==> config.mk <==
export PLATFORM = sky130hd
export DESIGN_NAME = decode_queue
export DESIGN_NICKNAME = d
export VERILOG_FILES = /design/src/rtl/decode_queue_pkg.sv /design/src/rtl/decode_queue_instr_field_decode.sv /design/src/rtl/decode_queue.sv
export SDC_FILE = /design/constraint.sdc
export NUM_CORES = 1
export LEC_CHECK = 0
export BUFFER_PORTS_ARGS = -buffer_cell sky130_fd_sc_hd__buf_2
export CAP_MARGIN = 0
export CELL_PAD_IN_SITES_DETAIL_PLACEMENT = 0
export CELL_PAD_IN_SITES_GLOBAL_PLACEMENT = 2
export CORE_UTILIZATION = 37
export CTS_CLUSTER_SIZE = 16
export DETAILED_ROUTE_END_ITERATION = 12
export PLACE_DENSITY_LB_ADDON = 0.15
export SYNTH_ARGS = -nofsm -noshare
export SYNTH_HDL_FRONTEND = slang
export SYNTH_SLANG_ARGS = --single-unit
==> constraint.sdc <==
create_clock -name clk -period 5.2 [get_ports clk]
set_clock_uncertainty 0.2 [all_clocks]
set_input_delay 0.26 -clock clk [delete_from_list [all_inputs] [get_ports clk]]
set_output_delay 0.26 -clock clk [all_outputs]
set_load 0.02 [all_outputs]
==> src/rtl/decode_queue_pkg.sv <==
// mips_defs: shared MIPS opcode constants and instruction class encodings
package mips_defs;
  localparam logic [5:0] OP_RTYPE = 6'h00;
  localparam logic [5:0] OP_J     = 6'h02;
  localparam logic [5:0] OP_JAL   = 6'h03;
  localparam logic [5:0] OP_ANDI  = 6'h0C;
  localparam logic [5:0] OP_ORI   = 6'h0D;
  localparam logic [5:0] OP_XORI  = 6'h0E;
  localparam logic [5:0] OP_LUI   = 6'h0F;
  typedef enum logic [1:0] {CLASS_R = 2'd0, CLASS_I = 2'd1, CLASS_J = 2'd2} iclass_e;
endpackage

==> src/rtl/decode_queue_instr_field_decode.sv <==
// instr_field_decode: combinational split of a MIPS word into fields, extended immediate and class
module instr_field_decode
  import mips_defs::*;
#(
  parameter int XLEN = 32
) (
  input  logic [31:0]     instr,
  output logic [5:0]      opcode,
  output logic [4:0]      rs,
  output logic [4:0]      rt,
  output logic [4:0]      rd,
  output logic [4:0]      shamt,
  output logic [5:0]      funct,
  output logic [15:0]     imm,
  output logic [XLEN-1:0] imm_ext,
  output logic [25:0]     addr,
  output logic [1:0]      iclass
);
  always_comb begin
    {opcode, rs, rt, rd, shamt, funct} = instr;
    imm = instr[15:0];
    addr = instr[25:0];
    iclass = opcode == OP_RTYPE ? CLASS_R :
             (opcode == OP_J || opcode == OP_JAL) ? CLASS_J : CLASS_I;
    imm_ext = (opcode == OP_ANDI || opcode == OP_ORI || opcode == OP_XORI) ? XLEN'(imm) :
              opcode == OP_LUI ? XLEN'({imm, 16'h0000}) : XLEN'($signed(imm));
  end
endmodule

==> src/rtl/decode_queue.sv <==
// decode_queue: DEPTH-entry instruction FIFO presenting the head entry fully decoded
module decode_queue
  import mips_defs::*;
#(
  parameter int DEPTH = 4,
  parameter int XLEN  = 32
) (
  input  logic                       clk,
  input  logic                       rst_n,
  input  logic                       flush,
  input  logic                       in_valid,
  output logic                       in_ready,
  input  logic [31:0]                in_instr,
  output logic                       out_valid,
  input  logic                       out_ready,
  output logic [5:0]                 opcode,
  output logic [4:0]                 rs,
  output logic [4:0]                 rt,
  output logic [4:0]                 rd,
  output logic [4:0]                 shamt,
  output logic [5:0]                 funct,
  output logic [15:0]                imm,
  output logic [XLEN-1:0]            imm_ext,
  output logic [25:0]                addr,
  output logic [1:0]                 iclass,
  output logic [$clog2(DEPTH+1)-1:0] count
);
  localparam int PW = $clog2(DEPTH);
  localparam int CW = $clog2(DEPTH+1);
  logic [31:0] mem_q [DEPTH];
  logic [PW-1:0] wr_ptr_q, wr_ptr_d, rd_ptr_q, rd_ptr_d;
  logic [CW-1:0] count_q, count_d;
  logic push, pop;
  logic [31:0] head;
  always_comb begin
    in_ready = count_q < CW'(DEPTH);
    out_valid = count_q != '0;
    push = in_valid && in_ready;
    pop = out_valid && out_ready;
    wr_ptr_d = flush ? '0 : wr_ptr_q + PW'(push);
    rd_ptr_d = flush ? '0 : rd_ptr_q + PW'(pop);
    count_d = flush ? '0 : count_q + CW'(push) - CW'(pop);
    count = count_q;
    // a zero word decodes to all-zero fields, so gating the word gates every output
    head = out_valid ? mem_q[rd_ptr_q] : '0;
  end
  always_ff @(posedge clk or negedge rst_n) begin
    if (!rst_n) begin
      wr_ptr_q <= '0;
      rd_ptr_q <= '0;
      count_q <= '0;
    end else begin
      wr_ptr_q <= wr_ptr_d;
      rd_ptr_q <= rd_ptr_d;
      count_q <= count_d;
    end
  end
  always_ff @(posedge clk) begin
    if (push && !flush) mem_q[wr_ptr_q] <= in_instr;
  end
  instr_field_decode #(.XLEN(XLEN)) u_dec (
    .instr(head), .opcode(opcode), .rs(rs), .rt(rt), .rd(rd), .shamt(shamt),
    .funct(funct), .imm(imm), .imm_ext(imm_ext), .addr(addr), .iclass(iclass)
  );
endmodule

# [Yosys cells after proc, flatten, opt, wreduce, memory -nomap -nowiden]
# Memory sizes are Yosys's and may differ from the RTL's.
# Index checks and enable logic that the tools add are counted.
# Widths: inputs -> output; s select.
[word_totals] regBits=7 ram_bits=128 input_bits=37 memories=1
[classes] add_sub_neg=4 n_reduce_logical=9 muxes=10 n_eq_ne=6 n_lt_le_gt_ge=1
[mem_list] name="mem_q" depth=4 word_bits=32 read_ports=1 rd_clocked_by_memory_dff=0 wr=1 line_no="decode_queue.sv:30" text="logic [31:0] mem_q [DEPTH];"
[ops] cell="$mux 32" n=2
[ops] cell="$mux 31" n=1
[ops] cell="$eq 6x4->1 const B" n=4
[ops] cell="$eq 6x2->1 const B" n=2
[ops] cell="$mux 2" n=4
[ops] cell="$logic_not 6->1" n=1
[ops] cell="$add 2x1->2" n=2
[ops] cell="$add 3x1->3" n=1
[ops] cell="$logic_and 1x1->1" n=3
[ops] cell="$logic_or 1x1->1" n=3
[ops] cell="$lt 3x3->1 const B" n=1
[ops] cell="$mux 3" n=1
[ops] cell="$reduce_bool 3->1" n=1
[ops] cell="$sub 3x1->3" n=1
[ops] cell="$mux 1" n=2
[ops] cell="$logic_not 1->1" n=1

# [Logic depth before layout (Yosys ltp)]
# Gate-level depths: netlist (run 1).
[logic_depth] word_depth=6 depth_mapped=12 ltp_nobuf=11

# [Modules after synthesis]
# From an unflattened synthesis (run 1), not the netlist that was laid out.
[hier_totals] hier_cells=375 hier_area_um2=6357.3
[by_module_without_submodules] module="decode_queue" area_per_inst_um2=5262.5 instances=1 cells_each=239
[by_module_without_submodules] module="instr_field_decode" area_per_inst_um2=1094.8 instances=1 cells_each=136

# [Least setup slack after synthesis (run 1)]
# Ideal clock, no wire load.
[synth_path] kind="reg2reg" startpoint="register count_q[2], in the netlist count[2]" endpoint="memory mem_q[2][0] (enable)" arrival_ps=4099 setup_slack_ps=388 stages_incl_launch_ff=3 setup_ps=513 cell_sequence="dfrtp_1 -> nand2b_1 -> nor4b_1"
[synth_via] elab_chain_cells=5
[synth_lines] item="from (decl)" line_no="decode_queue.sv:32" text="logic [CW-1:0] count_q, count_d;"
[synth_lines] item="from (signal assigned)" line_no="decode_queue.sv:55" text="count_q <= count_d;"
[synth_lines] item="$lt 3x3->1" line_no="decode_queue.sv:36" text="in_ready = count_q < CW'(DEPTH);"
[synth_lines] item="$logic_and 1x1->1" line_no="decode_queue.sv:38" text="push = in_valid && in_ready;"
[synth_lines] item="$logic_and 1x1->1" line_no="decode_queue.sv:59" text="if (push && !flush) mem_q[wr_ptr_q] <= in_instr;"
[synth_lines] item="$mux 1" line_no="decode_queue.sv:59"
[synth_lines] item="$mux 1 (not written as such)" line_no="decode_queue.sv:59"
[synth_lines] item="to (decl)" line_no="decode_queue.sv:30"
# No other way between the ends.

# [Worst setup path after layout (run 1)]
[layout_path] startpoint="register rd_ptr_q[0]" endpoint="output imm_ext[10]"
[layout_via] elab_chain_cells=6 elab_cells_between_ends=10 classes_between="eq/ne: 4; mux: 3; reduce/logical: 2; memory: 1"
[layout_lines] item="from (decl)" line_no="decode_queue.sv:31" text="logic [PW-1:0] wr_ptr_q, wr_ptr_d, rd_ptr_q, rd_ptr_d;"
[layout_lines] item="from (signal assigned)" line_no="decode_queue.sv:54" text="rd_ptr_q <= rd_ptr_d;"
[layout_lines] item="$mem_v2 4x32 *"
[layout_lines] item="$mux 32 *" line_no="decode_queue.sv:45" text="head = out_valid ? mem_q[rd_ptr_q] : '0;"
[layout_lines] item="$eq 6x4->1" line_no="decode_queue_instr_field_decode.sv:25" text="imm_ext = (opcode == OP_ANDI || opcode == OP_ORI || opcode == OP_XORI) ? XLEN'(imm) :"
[layout_lines] item="$logic_or 1x1->1 (2 in a row)" line_no="decode_queue_instr_field_decode.sv:25"
[layout_lines] item="$mux 32 *" line_no="decode_queue_instr_field_decode.sv:25"
[layout_lines] item="to (decl)" line_no="decode_queue.sv:23" text="output logic [XLEN-1:0] imm_ext,"
# Every way passes the cells marked *; elsewhere a longest branch is shown, timed or not.

==> run_results.csv, run 1 <==
group,metric,value,unit
synthesis,async_reset_ff_frac,0.0519,
timing,setup_viol,0,
timing,period_share,0.674,
clocking,clock_sinks,135,
floorplanning,ioPinCount,150,
placement,placed_cell_area,6550,um2
power_and_ir_drop,swShare,0.379,
clocking,htree_num_levels,4,
floorplanning,die_h,128,um
synthesis,syn_nets,397,
timing,tightest_slew,1.11,ns
routing,drt_wl_total,12000,um
placement,gp_congestion,0.728,
clocking,cts_resized,0,
clocking,insertion_delay,0.41,ns
placement,pre_cts_slack,2.05,ns
power_and_ir_drop,power.internal,2580,uW
finish,finalNetCount,549,
synthesis,syn_inst,355,
routing,drt_iter0_drc,146,
synthesis,syn_area_per_cell,16.5,um2
global_route,antenna_found_initial,0,
global_route,grt_overflow,0,
synthesis,synthTopCellsByCount,"edfxtp_1 (128), buf_4 (42), mux4_2 (32)",
timing,fin_crit,3.51,ns
global_route,grt_start_max_net_pins,35,
finish,syn2layout_area_growth,26.7,%
synthesis,ys_ff_latch,135,
floorplanning,start_util,0.382,
synthesis,syn-cell-area,5860,um2
power_and_ir_drop,switchingPower,1570,uW
clocking,cts_tree,"yes",
routing,first_pass_iters,4,
clocking,clockBufferDepth,2,
global_route,grt_usage,0.156,
routing,drcViolationCount,0,
power_and_ir_drop,p_seq_frac,0.318,
finish,finish.utilization,0.484,
flow_run,drv_cap,0,
routing,ant_nets,0,
timing,max_slew_margin,0.257,
synthesis,synth_top_area_frac,0.656,
routing,via_per_inst,4.62,
floorplanning,rows,45,
power_and_ir_drop,p_per_area,560,nW/um2
power_and_ir_drop,peakVddDrop,0.263,mV
synthesis,synthFlopType,"edfxtp_1",
worst_setup_path,cp-start-kind,"register",
clocking,root_buffer,"clkbuf_16",
placement,port_buffers,149,
placement,hpwl,7540,um
timing,finalHoldViolCount,0,
worst_setup_path,path_max_fanout,16,
worst_setup_path,crit_type,"register to primary output",
worst_setup_path,cp_data_required_time,4.74,ns
finish,diodes,0,
timing,rsz0062_at_grt,"no",
synthesis,seq_area_frac_synth,0.686,
finish,fin_area,7420,um2
synthesis,synth_cell_types,33,
synthesis,synth_edf_count,128,
floorplanning,fp.dieArea,16300,um2
worst_setup_path,cp-end-kind,"primary output",
routing,vias,3361,
synthesis,synthTopCellsByArea,"edfxtp_1 (66%), mux4_2 (12%), buf_4 (5.4%)",
timing,max_freq,285,MHz
floorplanning,core-area,15300,um2
floorplanning,die_w,128,um
power_and_ir_drop,clkPwrFrac,0.259,
clocking,numCtsBuffers,17,
synthesis,yosys_warnings,0,
timing,setup_tns,0,ns
power_and_ir_drop,pwr-share-comb,0.423,
global_route,grt_pass1_wl,18100,um
routing,wl_per_cell,16.4,um
clocking,clk_transition_reported_paths,0.05,ns
synthesis,yosysTopAreaCell,"edfxtp_1",
timing,fin_ws,1.69,ns
timing,slew_viol_final,0,
outcome,status,"finished clean",
finish,drive_gt1_frac,0.426,
hold_path,hp-class,"primary input to asynchronous set/reset pin",
global_route,grt_pass1_vias,3289,
power_and_ir_drop,power_leakage,0.00296,uW
synthesis,yosysMostFrequentCell,"edfxtp_1",
worst_setup_path,cp.arrival,3.05,ns
power groups by stage:
stage	clock network, uW	registers [uW]	logic (uW)
final	1070	1320	1760
after global routing	1150	1330	1900
after CTS	1100	1320	1790
after detailed placement	0	1340	1770
after global placement	0	1340	1770
after floorplan	0	1320	1420
logic make-up after synthesis:
group                      synth area share
AOI/OAI and AO/OA                    0.0186
xor gates and xnor gates            0.00598
adders and majority gates            0.0120
buffers and inverters                0.0808
DFF                                   0.686
muxes                                 0.131
and+or+nand+nor                      0.0654
cells in the final DEF (no fill, tap or decap), drive strengths merged, types with 2 or more instances in the layout:
cell,netlist,layout
and2,17,17
xnor2,4,4
nor2b,3,3
nand2,26,26
edfxtp,128,128
clkbuf,8,22
inv,22,22
nor2,23,23
o21ai,17,17
ha,4,4
nor4,2,2
clkinv,0,5
buf,49,156
bufinv,0,2
dlygate4sd3,0,34
dfrtp,7,7
mux4,33,33
area by class of cell:
cell class,instances,area [um2]
fill,1384,7900
sequential,135,4020
multi-input combinational,141,1390
timing repair buffer,190,1140
clock buffer,22,444
tap,211,264
inverter,22,82.6
clock inverter,7,81.3
critical path: stages, from the launching register on:
cell     delay [ns]
dfrtp_2        0.62
mux4_2         0.58
or2_4          0.30
nor4_4         0.86
nor2_1         0.08
buf_2          0.20
registers in the layout, summed over array words and instances, names as in the netlist:
register / count
rd_ptr_q: 2
wr_ptr_q: 2
count: 3
mem_q: 128
through the flow:
step	instances	power [uW]	hold WS (ns)
after floorplan	355	2740	-0.236
after global placement	665	3110	-0.0914
after detailed placement	665	3110	-0.0926
after CTS	728	4220	0.0126
after global routing	728	4380	0.0101
final	728	4150	0.0176
path summary, 6_finish.rpt:
check | from | to | slack (ns) | depth (start not counted)
setup / recovery | rd_ptr_q[0] | imm_ext[10] | 1.69 | 5
hold / removal | rst_n | count[1] | 0.02 | 2
setup reg to reg | count[2] | count[2] | 2.28 | 11
hold reg to reg | wr_ptr_q[1] | wr_ptr_q[1] | 0.47 | 2
max in group asynchronous | rst_n | rd_ptr_q[0] | 4.60 | 2
min in group clk | out_ready | rd_ptr_q[0] | 0.16 | 4
what timing repair did:
action / CTS / global route
setup buffers: 0 / 0
endpoints found under the hold margin: 142 / 0
setup endpoints to repair: 0 / 0
hold buffers: 34 / 0
layer usage:
| metal | global-route usage | vias up | part of all wire |
|---|---|---|---|
| met3 | 0.0459 | 11 | 0.060 |
| met2 | 0.273 | 125 | 0.52 |
| met5 | 0 | - | 0 |
| li1 | - | 1578 | - |
| met1 | 0.179 | 1647 | 0.41 |
| met4 | 0.0609 | 0 | 0.011 |
Power figures use the tool's default switching activity.
==> run 2, diff against run 1 <==
clock period = 3.6 ns   (was 5.2 ns; I/O delays follow)
==> run 2 against run 1 <==
Net effect:
- setup slack worse by 1.3 ns
- utilization up 0.54 points
- critical path depth unchanged
- die area did not move
- via count rose by 0.74%
- non-clock buffer count grew 4
- wire length shrank 0.99%
- sequential cell count did not move
- combinational power grew 46%
- sequential share of layout area decreased by 0.60 points
- worst hold slack better by 0.072 ns
- register-to-register slack got worse by 1.6 ns
==> run_results.csv, run 2 (synthesized netlist as in run 1, its figures left out) <==
group,metric,value,unit
outcome,status,"finished clean",
worst_setup_path,cp-end-kind,"primary output",
timing,fin_crit,3.22,ns
routing,wl_per_cell,16.1,um
placement,dpl.cell_count,668,
finish,layout_common_cells,"buf_2 (149), edfxtp_1 (128), dlygate4sd3_1 (35)",
worst_setup_path,r2r_end,"count[2]",
timing,slew_viol_final,0,
routing,first_pass_iters,4,
clocking,insertion_delay,0.40,ns
power_and_ir_drop,peakVddDrop,0.311,mV
floorplanning,die_w,128,um
floorplanning,fp.dieArea,16300,um2
floorplanning,core-area,15300,um2
floorplanning,die_h,128,um
worst_setup_path,reg2reg_from,"count[1]",
hold_path,hp-start,"out_ready",
timing,finalHoldViolCount,0,
clocking,postCtsHoldBufs,35,
routing,drt_iter0_drc,138,
hold_path,whs_endpoint,"rd_ptr_q[0]",
worst_setup_path,r2r_setup_slack,0.68,ns
finish,largest_reg_flops,128,
routing,via_per_inst,4.61,
finish,syn2layout_area_growth,28.1,%
clocking,clock_sinks,135,
placement,port_buffers,149,
timing,fin_ws,0.380,ns
worst_setup_path,path_max_fanout,15,
finish,final_common_cell,"buf_2",
timing,tightest_slew,0.897,ns
flow_run,drv_cap,0,
timing,max_slew_margin,0.402,
placement,pre_cts_slack,0.653,ns
clocking,root_buffer,"clkbuf_16",
finish,fin_cells,734,
floorplanning,ioPinCount,150,
clocking,numCtsBuffers,17,
routing,vias,3386,
routing,drcViolationCount,0,
floorplanning,rows,45,
finish,finalNetCount,553,
clocking,clockBufferDepth,2,
timing,period_share,0.894,
global_route,grt_start_max_net_pins,35,
worst_setup_path,worst_path_max_delay_cell,"or4_4",
worst_setup_path,cp.arrival,2.84,ns
timing,setup_tns,0,ns
clocking,cts_resized,0,
clocking,cts_tree,"yes",
global_route,grt_usage,0.152,
finish,drive_gt1_frac,0.436,
routing,ant_nets,0,
routing,drt_wl_total,11900,um
floorplanning,start_util,0.382,
worst_setup_path,cp_data_required_time,3.22,ns
finish,regMostFlops,"mem_q",
power_and_ir_drop,power_leakage,0.00299,uW
worst_setup_path,reg2regPathDepth,11,
placement,hpwl,7600,um
worst_setup_path,critPathMaxStageDelay,0.65,ns
worst_setup_path,crit_type,"register to primary output",
worst_setup_path,path_cells,"mux4_2 > or2_4 > or4_4 > o21ai_0 > buf_2",
clocking,post_cts_buffers,0,
clocking,clk_transition_reported_paths,0.05,ns
hold_path,hp-class,"primary input to register",
timing,setup_viol,0,
worst_setup_path,cp-start-kind,"register",
global_route,grt_pass1_vias,3291,
power_and_ir_drop,p_per_area,808,nW/um2
finish,finish.utilization,0.490,
timing,max_freq,311,MHz
global_route,grt_overflow,0,
global_route,antenna_found_initial,0,
global_route,grt_pass1_wl,17900,um
hold_path,holdPathStages,4,
clocking,htree_num_levels,4,
finish,diodes,0,
timing,rsz0062_at_grt,"no",
placement,gp_congestion,0.663,
==> run 2: worst max-delay path, delay by kind of cell (launching register included) <==
family | cells | cell delay, ns
and+or+nand+nor | 2 | 0.95
AOI/OAI and AO/OA | 1 | 0.20
buffers and inverters | 1 | 0.19
muxes | 1 | 0.55
DFF | 1 | 0.54
==> run 2: worst max-delay path by stage <==
stage                startpoint           to  slack, ns  depth (start not counted)
global placement       count[1]     count[2]       0.63                         11
CTS                 rd_ptr_q[0]  imm_ext[19]       0.34                          5
finish              rd_ptr_q[0]  imm_ext[19]       0.38                          5
detailed placement     count[1]     count[2]       0.65                         11
floorplan              count[2]  mem_q[2][0]       0.36                          2
global route        rd_ptr_q[0]  imm_ext[16]       0.21                          5
==> run 2: per-stage QoR <==
stage          power [uW]  cell area, um2  hold WS, ns
2_1_floorplan        3950            5870       -0.316
3_3_place_gp         4510            6610       -0.172
3_5_place_dp         4520            6610       -0.171
4_1_cts              6150            7500       0.0944
5_1_grt              6380            7500        0.126
6_report             6060            7500       0.0898
==> run 2: report_power, final <==
| group | switching, uW | internal (uW) |
|---|---|---|
| clock | 587 | 1000 |
| sequential | 69.8 | 1830 |
| combinational | 1650 | 919 |
| total | 2310 | 3750 |
==> run 2: layout make-up <==
class	count	area, um2
fill	1380	7810
sequential	135	4020
inverter	22	82.6
tap	211	264
clock buffer	20	437
multi-input combinational	141	1400
clock inverter	11	109
timing repair buffer	194	1180
==> run 2: routing by layer <==
metal / up-vias / routed length (um) / global-route usage
li1: 1586 / - / -
met4: 0 / 174 / 0.0644
met2: 114 / 5840 / 0.257
met3: 14 / 526 / 0.0330
met5: - / 0 / 0
met1: 1672 / 5310 / 0.190
==> run 3, diff against run 2 <==
CORE_UTILIZATION = 33   (was 37)
clock period = 2.8 ns   (was 3.6 ns; I/O delays follow)
==> run 3 against run 2 <==
Net effect:
- sequential share of layout area shrank 1.6 points
- wire length increased by 7.9%
- critical endpoint is now imm_ext[27]
- die area is 12% higher
- global-route usage is 0.48 points lower
- highest routed layer unchanged
- the run now ends with negative setup slack left
- critical path type unchanged
- combinational power grew 39%
==> run_results.csv, run 3 (synthesized netlist as in run 1, its figures left out) <==
group,metric,value,unit
outcome,status,"complete, but fails checks",
outcome,violations,"negative setup slack",
finish,layout_common_cells,"buf_2 (133), edfxtp_1 (128), dlygate4sd3_1 (35)",
finish,final_common_cell,"buf_2",
power_and_ir_drop,swShare,0.383,
placement,port_buffers,149,
global_route,grt_usage,0.147,
global_route,grt_pass1_vias,3498,
routing,drt_wl_total,12800,um
routing,drcViolationCount,0,
power_and_ir_drop,p_per_area,1040,nW/um2
hold_path,hp-start,"out_ready",
global_route,grt_start_max_net_pins,35,
timing,slew_viol_final,0,
finish,syn2layout_area_growth,32.1,%
worst_setup_path,path_max_fanout,8,
clocking,clockBufferDepth,2,
routing,first_pass_iters,4,
global_route,antenna_found_initial,0,
finish,nFillCells,1613,
routing,vias,3446,
power_and_ir_drop,p_seq_frac,0.299,
floorplanning,start_util,0.339,
power_and_ir_drop,pwr-share-comb,0.441,
clocking,cts_tree,"yes",
timing,finalHoldViolCount,0,
clocking,insertion_delay,0.41,ns
power_and_ir_drop,clkPwrFrac,0.260,
worst_setup_path,cp-end-kind,"primary output",
floorplanning,die_w,135,um
clocking,numCtsBuffers,17,
routing,ant_nets,0,
global_route,grt_pass1_wl,19500,um
worst_setup_path,reg2reg_from,"count[2]",
placement,pre_cts_slack,0.112,ns
timing,setup_viol,31,
clocking,clk_transition_reported_paths,0.06,ns
timing,tightest_slew,0.448,ns
finish,drive_gt1_frac,0.473,
placement,gp_congestion,0.671,
hold_path,whs_endpoint,"rd_ptr_q[0]",
timing,fin_crit,2.94,ns
finish,finalNetCount,565,
global_route,grt_overflow,0,
power_and_ir_drop,switchingPower,3100,uW
finish,largest_reg_flops,128,
worst_setup_path,crit_type,"register to primary output",
timing,period_share,1.05,
worst_setup_path,cp.arrival,2.60,ns
worst_setup_path,cp-start-kind,"register",
hold_path,holdPathStages,4,
routing,drt_iter0_drc,158,
placement,dpl.cell_count,691,
worst_setup_path,reg2regPathDepth,11,
floorplanning,rows,48,
timing,max_freq,340,MHz
placement,hpwl,8100,um
hold_path,hp-class,"primary input to register",
finish,regMostFlops,"mem_q",
timing,fin_ws,-0.141,ns
worst_setup_path,cp_data_required_time,2.46,ns
worst_setup_path,r2r_end,"count[2]",
power_and_ir_drop,peakVddDrop,0.500,mV
floorplanning,fp.dieArea,18300,um2
timing,max_slew_margin,0.701,
floorplanning,core-area,17300,um2
finish,fin_cells,760,
clocking,root_buffer,"clkbuf_16",
timing,timing.hold.ws,0.0572,ns
routing,via_per_inst,4.53,
power_and_ir_drop,power_leakage,0.00307,uW
clocking,htree_num_levels,4,
clocking,clock_sinks,135,
routing,wl_per_cell,16.8,um
finish,diodes,0,
floorplanning,ioPinCount,150,
timing,rsz0062_at_grt,"yes",
flow_run,drv_cap,0,
finish,finish.utilization,0.447,
floorplanning,die_h,135,um
power_and_ir_drop,power.internal,4980,uW
worst_setup_path,r2r_setup_slack,0.31,ns
-- run 3: changes by cell type in the layout (fill, tap and decap cells not counted), sizes merged --
cell      before  now
or4            1    2
clkinv         8    7
buf          159  169
clkbuf        20   19
clkinvlp       1    4
-- run 3: worst max path at each step --
stage             endpoint  slack [ns]  cells past startpoint         from
4_1_cts        imm_ext[19]       -0.20                      5  rd_ptr_q[0]
6_report       imm_ext[27]       -0.14                      5  rd_ptr_q[0]
2_1_floorplan     count[2]       -0.05                     12     count[2]
3_3_place_gp   imm_ext[17]        0.14                      5  rd_ptr_q[0]
5_1_grt        imm_ext[17]       -0.26                      5  rd_ptr_q[0]
3_5_place_dp   imm_ext[19]        0.11                      5  rd_ptr_q[0]
-- run 3: what timing repair did --
item                       in CTS  in global routing
hold buffers                   35                  0
pin swaps                       5                  2
setup endpoints to repair      32                 33
hold endpoints to repair      142                  0
setup buffers                   1                  1
resized for setup              28                  9
cloned                          1                  0
-- run 3: cell type report --
type | count | area, um2 | share of cell area
clock inverters | 13 | 134 | 0.0173
well taps | 225 | 282 | 0.0364
repair buffers | 205 | 1340 | 0.173
multi-input cells | 142 | 1450 | 0.187
inverters | 22 | 82.6 | 0.0107
clock buffers | 18 | 429 | 0.0555
flip-flops and latches | 135 | 4020 | 0.520
-- run 3: routing by layer --
layer  routed length, um  GRT usage
met5                   0          0
met3                 574     0.0318
met4                 167     0.0599
met1                5540      0.178
met2                6500      0.255
-- run 3: worst max-delay path, cell delays in order, from the launching register on --
cell and delay, ns:
dfrtp_2 0.41, mux4_2 0.52, or2_4 0.30, or4_4 0.64
o21ai_1 0.16, buf_4 0.16
-- run 3: power groups by stage --
| stage | sequential (uW) | combinational, uW | clock [uW] |
|---|---|---|---|
| finish | 2410 | 3570 | 2100 |
| global route | 2430 | 3870 | 2240 |
| global placement | 2450 | 3430 | 0 |
| floorplan | 2450 | 2650 | 0 |
| CTS | 2420 | 3600 | 2150 |
| detailed placement | 2460 | 3420 | 0 |
-- run 3: metrics by stage --
stage	cell area (um2)	power (uW)	TNS (ns)
finish	7730	8080	-1.68
global route	7730	8530	-4.96
CTS	7700	8170	-3.21
detailed placement	6710	5880	0
global placement	6710	5880	0
floorplan	5890	5100	-0.0475
